`config.mk`:
```
export PLATFORM = sky130hd
export DESIGN_NAME = mem_wb_pipe_regs_flat
export DESIGN_NICKNAME = d
export VERILOG_FILES = /design/src/rtl/mem_wb_pipe_regs_if.sv /design/src/rtl/mem_wb_pipe_regs.sv /design/src/flat_wrapper.sv
export SDC_FILE = /design/constraint.sdc
export NUM_CORES = 1
export LEC_CHECK = 0
export CAP_MARGIN = 20
export CORE_ASPECT_RATIO = 1.25
export CORE_MARGIN = 10
export CORE_UTILIZATION = 30
export CTS_CLUSTER_SIZE = 20
export DETAILED_ROUTE_END_ITERATION = 12
export PLACE_DENSITY = 0.6
export SYNTH_ARGS = -nofsm -noshare
export SYNTH_HDL_FRONTEND = slang
export SYNTH_SLANG_ARGS = --single-unit
export TNS_END_PERCENT = 100
```
`constraint.sdc`:
```
create_clock -name clk -period 2.25 [get_ports clk]
set_input_delay 0.225 -clock clk [delete_from_list [all_inputs] [get_ports clk]]
set_output_delay 0.225 -clock clk [all_outputs]
set_load 0.02 [all_outputs]
```
`src/rtl/mem_wb_pipe_regs_if.sv`:
```
// Data-memory port bundle between the MEM stage (master) and the data memory (slave).
interface mem_wb_pipe_regs_if #(
  parameter int XLEN = 32
);
  logic [XLEN-1:0] dmem_addr;
  logic [XLEN-1:0] dmem_wdata;
  logic [3:0]      dmem_be;
  logic            dmem_re;
  logic            dmem_we;
  logic [XLEN-1:0] dmem_rdata;
  logic            dmem_ready;

  modport master (
    output dmem_addr, dmem_wdata, dmem_be, dmem_re, dmem_we,
    input  dmem_rdata, dmem_ready
  );

  modport slave (
    input  dmem_addr, dmem_wdata, dmem_be, dmem_re, dmem_we,
    output dmem_rdata, dmem_ready
  );
endinterface

```
`src/rtl/mem_wb_pipe_regs.sv`:
```
// EX/MEM and MEM/WB pipeline registers: data-memory access, load extraction,
// store lane steering, write-back select and retired-instruction counting.
module mem_wb_pipe_regs #(
  parameter int XLEN      = 32,
  parameter int INSTRET_W = 32
) (
  input  logic                 clk,
  input  logic                 rst,
  input  logic                 ex_valid,
  input  logic                 flush_ex,
  input  logic [4:0]           ex_rd,
  input  logic                 ex_reg_write,
  input  logic                 ex_mem_read,
  input  logic                 ex_mem_write,
  input  logic [2:0]           ex_funct3,
  input  logic [1:0]           ex_wb_sel,
  input  logic [XLEN-1:0]      ex_alu_result,
  input  logic [XLEN-1:0]      ex_store_data,
  input  logic [XLEN-1:0]      ex_pc,
  mem_wb_pipe_regs_if.master   dmem,
  output logic                 mem_stall,
  output logic [4:0]           EX_MEM_Rd,
  output logic                 EX_MEM_RegWrite,
  output logic                 EX_MEM_MemRead,
  output logic [XLEN-1:0]      EX_MEM_alu_result,
  output logic [4:0]           MEM_WB_Rd,
  output logic                 MEM_WB_RegWrite,
  output logic [XLEN-1:0]      MEM_WB_wdata,
  output logic [INSTRET_W-1:0] instret
);

  function automatic logic [XLEN-1:0] load_extract(input logic [XLEN-1:0] word,
                                                   input logic [1:0]      ofs,
                                                   input logic [2:0]      f3);
    logic [7:0]  b;
    logic [15:0] h;
    b = word[{ofs, 3'b000} +: 8];
    h = word[{ofs[1], 4'b0000} +: 16];
    case (f3)
      3'b000:  load_extract = {{(XLEN-8){b[7]}}, b};
      3'b001:  load_extract = {{(XLEN-16){h[15]}}, h};
      3'b100:  load_extract = {{(XLEN-8){1'b0}}, b};
      3'b101:  load_extract = {{(XLEN-16){1'b0}}, h};
      default: load_extract = word;
    endcase
  endfunction

  function automatic logic [3:0] store_be(input logic [2:0] f3, input logic [1:0] ofs);
    case (f3[1:0])
      2'b00:   store_be = 4'b0001 << ofs;
      2'b01:   store_be = 4'b0011 << {ofs[1], 1'b0};
      default: store_be = 4'b1111;
    endcase
  endfunction

  function automatic logic [XLEN-1:0] store_lanes(input logic [2:0]      f3,
                                                  input logic [XLEN-1:0] sd);
    case (f3[1:0])
      2'b00:   store_lanes = {(XLEN/8){sd[7:0]}};
      2'b01:   store_lanes = {(XLEN/16){sd[15:0]}};
      default: store_lanes = sd;
    endcase
  endfunction

  logic            vld_p1_q, vld_p1_d;
  logic [4:0]      rd_p1_q, rd_p1_d;
  logic            rw_p1_q, rw_p1_d;
  logic            mr_p1_q, mr_p1_d;
  logic            mw_p1_q, mw_p1_d;
  logic [2:0]      f3_p1_q, f3_p1_d;
  logic [1:0]      wbsel_p1_q, wbsel_p1_d;
  logic [XLEN-1:0] alu_p1_q, alu_p1_d;
  logic [XLEN-1:0] sd_p1_q, sd_p1_d;
  logic [XLEN-1:0] pc_p1_q, pc_p1_d;

  logic            vld_p2_q, vld_p2_d;
  logic [4:0]      rd_p2_q, rd_p2_d;
  logic            rw_p2_q, rw_p2_d;
  logic [XLEN-1:0] wdata_p2_q, wdata_p2_d;

  logic [INSTRET_W-1:0] instret_q, instret_d;
  logic [XLEN-1:0]      wb_val;

  // MEM stage: memory port driven straight from the EX/MEM registers
  assign dmem.dmem_re    = vld_p1_q & mr_p1_q;
  assign dmem.dmem_we    = vld_p1_q & mw_p1_q;
  assign dmem.dmem_addr  = {alu_p1_q[XLEN-1:2], 2'b00};
  assign dmem.dmem_wdata = store_lanes(f3_p1_q, sd_p1_q);
  assign dmem.dmem_be    = dmem.dmem_we ? store_be(f3_p1_q, alu_p1_q[1:0]) : 4'b0000;
  assign mem_stall       = (dmem.dmem_re | dmem.dmem_we) & ~dmem.dmem_ready;

  always_comb begin
    case (wbsel_p1_q)
      2'b00:   wb_val = alu_p1_q;
      2'b01:   wb_val = load_extract(dmem.dmem_rdata, alu_p1_q[1:0], f3_p1_q);
      2'b10:   wb_val = pc_p1_q + XLEN'(4);
      default: wb_val = '0;
    endcase
  end

  always_comb begin
    vld_p1_d   = vld_p1_q;
    rd_p1_d    = rd_p1_q;
    rw_p1_d    = rw_p1_q;
    mr_p1_d    = mr_p1_q;
    mw_p1_d    = mw_p1_q;
    f3_p1_d    = f3_p1_q;
    wbsel_p1_d = wbsel_p1_q;
    alu_p1_d   = alu_p1_q;
    sd_p1_d    = sd_p1_q;
    pc_p1_d    = pc_p1_q;
    vld_p2_d   = 1'b0;
    rd_p2_d    = 5'd0;
    rw_p2_d    = 1'b0;
    wdata_p2_d = wdata_p2_q;
    instret_d  = instret_q;
    // A stalled MEM access freezes EX/MEM (flush included) and bubbles MEM/WB
    if (!mem_stall) begin
      f3_p1_d    = ex_funct3;
      wbsel_p1_d = ex_wb_sel;
      alu_p1_d   = ex_alu_result;
      sd_p1_d    = ex_store_data;
      pc_p1_d    = ex_pc;
      if (flush_ex || !ex_valid) begin
        vld_p1_d = 1'b0;
        rd_p1_d  = 5'd0;
        rw_p1_d  = 1'b0;
        mr_p1_d  = 1'b0;
        mw_p1_d  = 1'b0;
      end else begin
        vld_p1_d = 1'b1;
        rd_p1_d  = ex_rd;
        rw_p1_d  = ex_reg_write;
        mr_p1_d  = ex_mem_read;
        mw_p1_d  = ex_mem_write;
      end
      vld_p2_d   = vld_p1_q;
      rd_p2_d    = rd_p1_q;
      rw_p2_d    = rw_p1_q;
      wdata_p2_d = wb_val;
      instret_d  = instret_q + INSTRET_W'(vld_p1_q);
    end
  end

  always_ff @(posedge clk) begin
    if (rst) begin
      vld_p1_q   <= 1'b0;
      rd_p1_q    <= 5'd0;
      rw_p1_q    <= 1'b0;
      mr_p1_q    <= 1'b0;
      mw_p1_q    <= 1'b0;
      f3_p1_q    <= 3'd0;
      wbsel_p1_q <= 2'd0;
      alu_p1_q   <= '0;
      sd_p1_q    <= '0;
      pc_p1_q    <= '0;
      vld_p2_q   <= 1'b0;
      rd_p2_q    <= 5'd0;
      rw_p2_q    <= 1'b0;
      wdata_p2_q <= '0;
      instret_q  <= '0;
    end else begin
      vld_p1_q   <= vld_p1_d;
      rd_p1_q    <= rd_p1_d;
      rw_p1_q    <= rw_p1_d;
      mr_p1_q    <= mr_p1_d;
      mw_p1_q    <= mw_p1_d;
      f3_p1_q    <= f3_p1_d;
      wbsel_p1_q <= wbsel_p1_d;
      alu_p1_q   <= alu_p1_d;
      sd_p1_q    <= sd_p1_d;
      pc_p1_q    <= pc_p1_d;
      vld_p2_q   <= vld_p2_d;
      rd_p2_q    <= rd_p2_d;
      rw_p2_q    <= rw_p2_d;
      wdata_p2_q <= wdata_p2_d;
      instret_q  <= instret_d;
    end
  end

  // WB stage: qualified outputs seen by the forwarding and hazard units
  assign EX_MEM_Rd         = rd_p1_q;
  assign EX_MEM_RegWrite   = vld_p1_q & rw_p1_q & (rd_p1_q != 5'd0);
  assign EX_MEM_MemRead    = vld_p1_q & mr_p1_q;
  assign EX_MEM_alu_result = alu_p1_q;
  assign MEM_WB_Rd         = rd_p2_q;
  assign MEM_WB_RegWrite   = vld_p2_q & rw_p2_q & (rd_p2_q != 5'd0);
  assign MEM_WB_wdata      = wdata_p2_q;
  assign instret           = instret_q;

endmodule

```
`src/flat_wrapper.sv`:
```
// flat-port wrapper written by rule: the top's interface ports become plain ports
module mem_wb_pipe_regs_flat 
#(
  parameter int XLEN      = 32,
  parameter int INSTRET_W = 32
)
  (clk, rst, ex_valid, flush_ex, ex_rd, ex_reg_write, ex_mem_read, ex_mem_write, ex_funct3, ex_wb_sel, ex_alu_result, ex_store_data, ex_pc, mem_stall, EX_MEM_Rd, EX_MEM_RegWrite, EX_MEM_MemRead, EX_MEM_alu_result, MEM_WB_Rd, MEM_WB_RegWrite, MEM_WB_wdata, instret, dmem_dmem_addr, dmem_dmem_wdata, dmem_dmem_be, dmem_dmem_re, dmem_dmem_we, dmem_dmem_rdata, dmem_dmem_ready);
  mem_wb_pipe_regs_if #(.XLEN(XLEN)) dmem_i ();
  input  logic clk;
  input  logic rst;
  input  logic ex_valid;
  input  logic flush_ex;
  input  logic [4:0] ex_rd;
  input  logic ex_reg_write;
  input  logic ex_mem_read;
  input  logic ex_mem_write;
  input  logic [2:0] ex_funct3;
  input  logic [1:0] ex_wb_sel;
  input  logic [XLEN-1:0] ex_alu_result;
  input  logic [XLEN-1:0] ex_store_data;
  input  logic [XLEN-1:0] ex_pc;
  output logic mem_stall;
  output logic [4:0] EX_MEM_Rd;
  output logic EX_MEM_RegWrite;
  output logic EX_MEM_MemRead;
  output logic [XLEN-1:0] EX_MEM_alu_result;
  output logic [4:0] MEM_WB_Rd;
  output logic MEM_WB_RegWrite;
  output logic [XLEN-1:0] MEM_WB_wdata;
  output logic [INSTRET_W-1:0] instret;
  output wire logic [$bits(dmem_i.dmem_addr)-1:0] dmem_dmem_addr;
  output wire logic [$bits(dmem_i.dmem_wdata)-1:0] dmem_dmem_wdata;
  output wire logic [$bits(dmem_i.dmem_be)-1:0] dmem_dmem_be;
  output wire logic [$bits(dmem_i.dmem_re)-1:0] dmem_dmem_re;
  output wire logic [$bits(dmem_i.dmem_we)-1:0] dmem_dmem_we;
  input wire logic [$bits(dmem_i.dmem_rdata)-1:0] dmem_dmem_rdata;
  input wire logic [$bits(dmem_i.dmem_ready)-1:0] dmem_dmem_ready;
  assign dmem_dmem_addr = dmem_i.dmem_addr;
  assign dmem_dmem_wdata = dmem_i.dmem_wdata;
  assign dmem_dmem_be = dmem_i.dmem_be;
  assign dmem_dmem_re = dmem_i.dmem_re;
  assign dmem_dmem_we = dmem_i.dmem_we;
  assign dmem_i.dmem_rdata = dmem_dmem_rdata;
  assign dmem_i.dmem_ready = dmem_dmem_ready;
  mem_wb_pipe_regs #(.XLEN(XLEN), .INSTRET_W(INSTRET_W)) u_core (.clk(clk), .rst(rst), .ex_valid(ex_valid), .flush_ex(flush_ex), .ex_rd(ex_rd), .ex_reg_write(ex_reg_write), .ex_mem_read(ex_mem_read), .ex_mem_write(ex_mem_write), .ex_funct3(ex_funct3), .ex_wb_sel(ex_wb_sel), .ex_alu_result(ex_alu_result), .ex_store_data(ex_store_data), .ex_pc(ex_pc), .dmem(dmem_i), .mem_stall(mem_stall), .EX_MEM_Rd(EX_MEM_Rd), .EX_MEM_RegWrite(EX_MEM_RegWrite), .EX_MEM_MemRead(EX_MEM_MemRead), .EX_MEM_alu_result(EX_MEM_alu_result), .MEM_WB_Rd(MEM_WB_Rd), .MEM_WB_RegWrite(MEM_WB_RegWrite), .MEM_WB_wdata(MEM_WB_wdata), .instret(instret));
endmodule
```
==> impl_metrics.py <==
metrics = {
    "status": {
        "outcome": "finished clean",
    },
    "worst_setup_path": {
        "rrSetupSlack_ns": 0.13,
        "crit_path_start": "u_core.MEM_WB_Rd[1]",
        "rr_endpoint": "u_core.instret[31]",
        "worstPathRequired_ns": 2.03,
        "reg2regPathDepth": 5,
        "crit_fanout": 2,
        "r2r_start": "u_core.mr_p1_q",
        "cp_data_arrival_time_ns": 1.96,
        "cp-end-kind": "output pin",
        "cp-endpoint": "MEM_WB_RegWrite",
        "path_class": "flop to output pin",
        "critPathLaunchType": "flop",
    },
    "global_routing": {
        "grt_pass1_wl_mm": 57.8,
        "antenna_found_initial": 2,
        "first_global_vias": 9572,
        "grt_usage": 0.195,
        "overflow": 0,
        "grt_max_degree": 93,
    },
    "layout": {
        "area_growth_pct": 46.8,
        "nets": 1611,
        "drive_gt1_frac": 0.0957,
        "final_util": 0.446,
    },
    "synthesis": {
        "postSynthAreaPerCell_um2": 7.78,
        "synth_top_cell_area_share": 0.396,
        "ys_warn_count": 0,
        "netlist_area_um2": 9140,
        "synth_cells": 1175,
        "synth_edf_count": 0,
        "synth_seq_cells": 181,
        "synth-async-reset-ratio": 0,
        "synthFlopType": "dfxtp_1",
        "synth.most_common_cell": "nand2_1",
        "synth.largest_area_cell": "dfxtp_1",
        "synth.area.top_cells": "dfxtp_1 (40%), nand2_1 (11%), a21oi_1 (7.2%)",
        "ys_seq_area_frac": 0.396,
        "synth_cell_types": 69,
        "yosys-top-cells-count": "nand2_1 (271), dfxtp_1 (181), a21oi_1 (131), nor2_1 (71), clkbuf_1 (69)",
    },
    "clocking": {
        "clk_latency_ns": 0.45,
        "cts-htree-levels": 4,
        "cts.clk_slew.worst_paths_ns": 0.08,
        "cts_root_buf": "clkbuf_16",
        "clock_sinks": 181,
        "cts_tree": "built",
        "cts_buffers": 17,
        "clockBufferDepth": 2,
    },
    "floorplan": {
        "die_h_um": 215,
        "top_level_ports": 326,
        "fp-row-count": 71,
        "coreArea_um2": 30100,
        "initial_core_util": 0.304,
        "die-area_um2": 37900,
        "die_w_um": 176,
    },
    "detailed_routing": {
        "drtAntennaViolNets": 0,
        "num_vias": 9656,
        "avgViaCountPerCell": 5.15,
        "wl_per_cell_um": 20.5,
        "drt-pass1-iter-count": 5,
        "drc": 0,
        "drt_wl_total_mm": 38.5,
        "drt_first_iter_violations": 805,
    },
    "timing": {
        "timing.fmax_ghz": 0.457,
        "final_max_slew_viol_count": 0,
        "setup_viol": 0,
        "fin_crit_ns": 2.19,
        "clock_skew_ns": 0.0129,
        "maxSlewHeadroom": 0.558,
        "setup_ws_ns": 0.0625,
        "period_share": 0.972,
        "hold_violations": 0,
        "rsz0062_at_grt": "false",
        "worst_slew_pin_slew_ns": 0.661,
    },
    "flow_run": {
        "cap_viol_max_count": 0,
    },
    "pwr": {
        "swShare": 0.292,
        "power_frac_comb": 0.182,
        "clkPwrFrac": 0.380,
        "leakage_nw": 5.04,
        "vdd_drop_max_uv": 518,
        "seqPwrFrac": 0.438,
        "power_density_nw_per_um2": 597,
        "p_total_w": 0.00801,
        "switching_power_w": 0.00234,
        "internal_power_w": 0.00567,
    },
    "place": {
        "io_buffer_count": 323,
        "pre_cts_ws_ns": -0.130,
        "place_congestion": 0.879,
        "hpwl_mm": 29.1,
    },
    "hold_path": {
        "min_path_type": "input port to flop",
    },
}
sequential cells by signal (all words and copies together) (netlist names):
| signal | flops |
|---|---|
| u_core.EX_MEM_Rd | 5 |
| u_core.EX_MEM_alu_result | 32 |
| u_core.MEM_WB_Rd | 5 |
| u_core.MEM_WB_wdata | 32 |
| u_core.f3_p1_q | 3 |
| u_core.instret | 32 |
| u_core.mr_p1_q | 1 |
| u_core.mw_p1_q | 1 |
| u_core.pc_p1_q | 32 |
| u_core.rw_p1_q | 1 |
| u_core.rw_p2_q | 1 |
| u_core.sd_p1_q | 32 |
| u_core.vld_p1_q | 1 |
| u_core.vld_p2_q | 1 |
| u_core.wbsel_p1_q | 2 |
cell families (layout without fill, tap and decap cells):
group	count (synthesis)	in the layout	share of synthesized area
multiplexers	36	36	0.0430
buffers and inverters	141	439	0.0762
XOR/XNOR	33	33	0.0316
AND/OR/NAND/NOR	486	486	0.241
flip-flops	181	181	0.396
other	1	3	0.000410
AO/OA/AOI/OAI	294	294	0.207
adder cells (fa/ha/maj)	3	3	0.00411
power by group through the flow:
stage / clock network, W / logic [W] / registers, W
2_1_floorplan: 0 / 0.000615 / 0.00362
3_3_place_gp: 0 / 0.00146 / 0.00358
3_5_place_dp: 0 / 0.00147 / 0.00358
4_1_cts: 0.00310 / 0.00146 / 0.00351
5_1_grt: 0.00323 / 0.00155 / 0.00353
6_report: 0.00305 / 0.00145 / 0.00351
per-stage QoR:
step           instance area (µm²)  TNS (ns)  hold WS (ns)  std cells
2_1_floorplan                 9150         0         0.364       1176
3_3_place_gp                 12800    -0.423         0.436       1842
3_5_place_dp                 12800    -0.684         0.443       1842
4_1_cts                      13400         0         0.187       1873
5_1_grt                      13400         0         0.187       1875
6_report                     13400         0         0.170       1876
per-layer routing:
layer / wire [µm] / GRT usage / vias to the layer above
met5: 0 / 0 / -
met4: 752 / 0.0580 / 0
met3: 2820 / 0.0579 / 30
met2: 19600 / 0.343 / 342
met1: 15300 / 0.221 / 4612
li1: - / - / 4672
cells in the final DEF (no fill, tap or decap), types with 8 or more instances in the layout:
cell type / netlist / final
nor4_1: 19 / 19
dlygate4sd2_1: 0 / 19
dfxtp_1: 181 / 178
a22o_1: 8 / 8
xnor2_1: 24 / 24
o21ai_0: 41 / 40
xor2_1: 9 / 9
nor2b_1: 13 / 12
a221oi_1: 18 / 18
mux2_2: 16 / 16
clkdlybuf4s50_1: 0 / 300
a211oi_1: 8 / 8
clkbuf_16: 0 / 18
o31a_1: 13 / 13
and2_1: 13 / 13
nand3_1: 20 / 20
nand2_1: 271 / 270
inv_1: 13 / 12
mux2i_1: 19 / 19
nor3_1: 14 / 14
nor2_1: 71 / 71
nand4_1: 16 / 16
a21oi_1: 131 / 131
buf_4: 41 / 68
worst min path at each step:
stage,from,to,slack [ns],cells after the start
floorplan,ex_mem_write,u_core.mw_p1_q,0.36,2
global placement,u_core.sd_p1_q[21],u_core.sd_p1_q[21],0.44,2
detailed placement,u_core.MEM_WB_wdata[16],u_core.MEM_WB_wdata[16],0.44,2
CTS,rst,u_core.instret[13],0.19,2
global route,rst,u_core.instret[21],0.19,2
finish,rst,u_core.instret[21],0.17,2
critical path: stages, from the launching register on:
cell,delay [ns]
dfxtp_1,0.31
or3_1,0.38
o311a_1,0.29
clkdlybuf4s50_1,0.54
final cells by class:
| cell class | count | area (µm²) |
|---|---|---|
| sequential | 181 | 3630 |
| fill | 3038 | 16700 |
| antenna | 1 | 2.50 |
| clock buffer | 18 | 439 |
| inverter | 14 | 55.1 |
| tap | 401 | 502 |
| multi-input combinational | 854 | 4840 |
| clock inverter | 13 | 136 |
| timing repair buffer | 394 | 3820 |
what timing repair did:
item                                    4_1_cts  5_1_grt
setup buffers                                 0        1
pin swaps                                     0        3
gates resized for setup                      21        3
cloned                                        0        1
hold buffers                                  0        0
endpoints found under the setup margin       20       21
(Power assumes the default switching activity.)
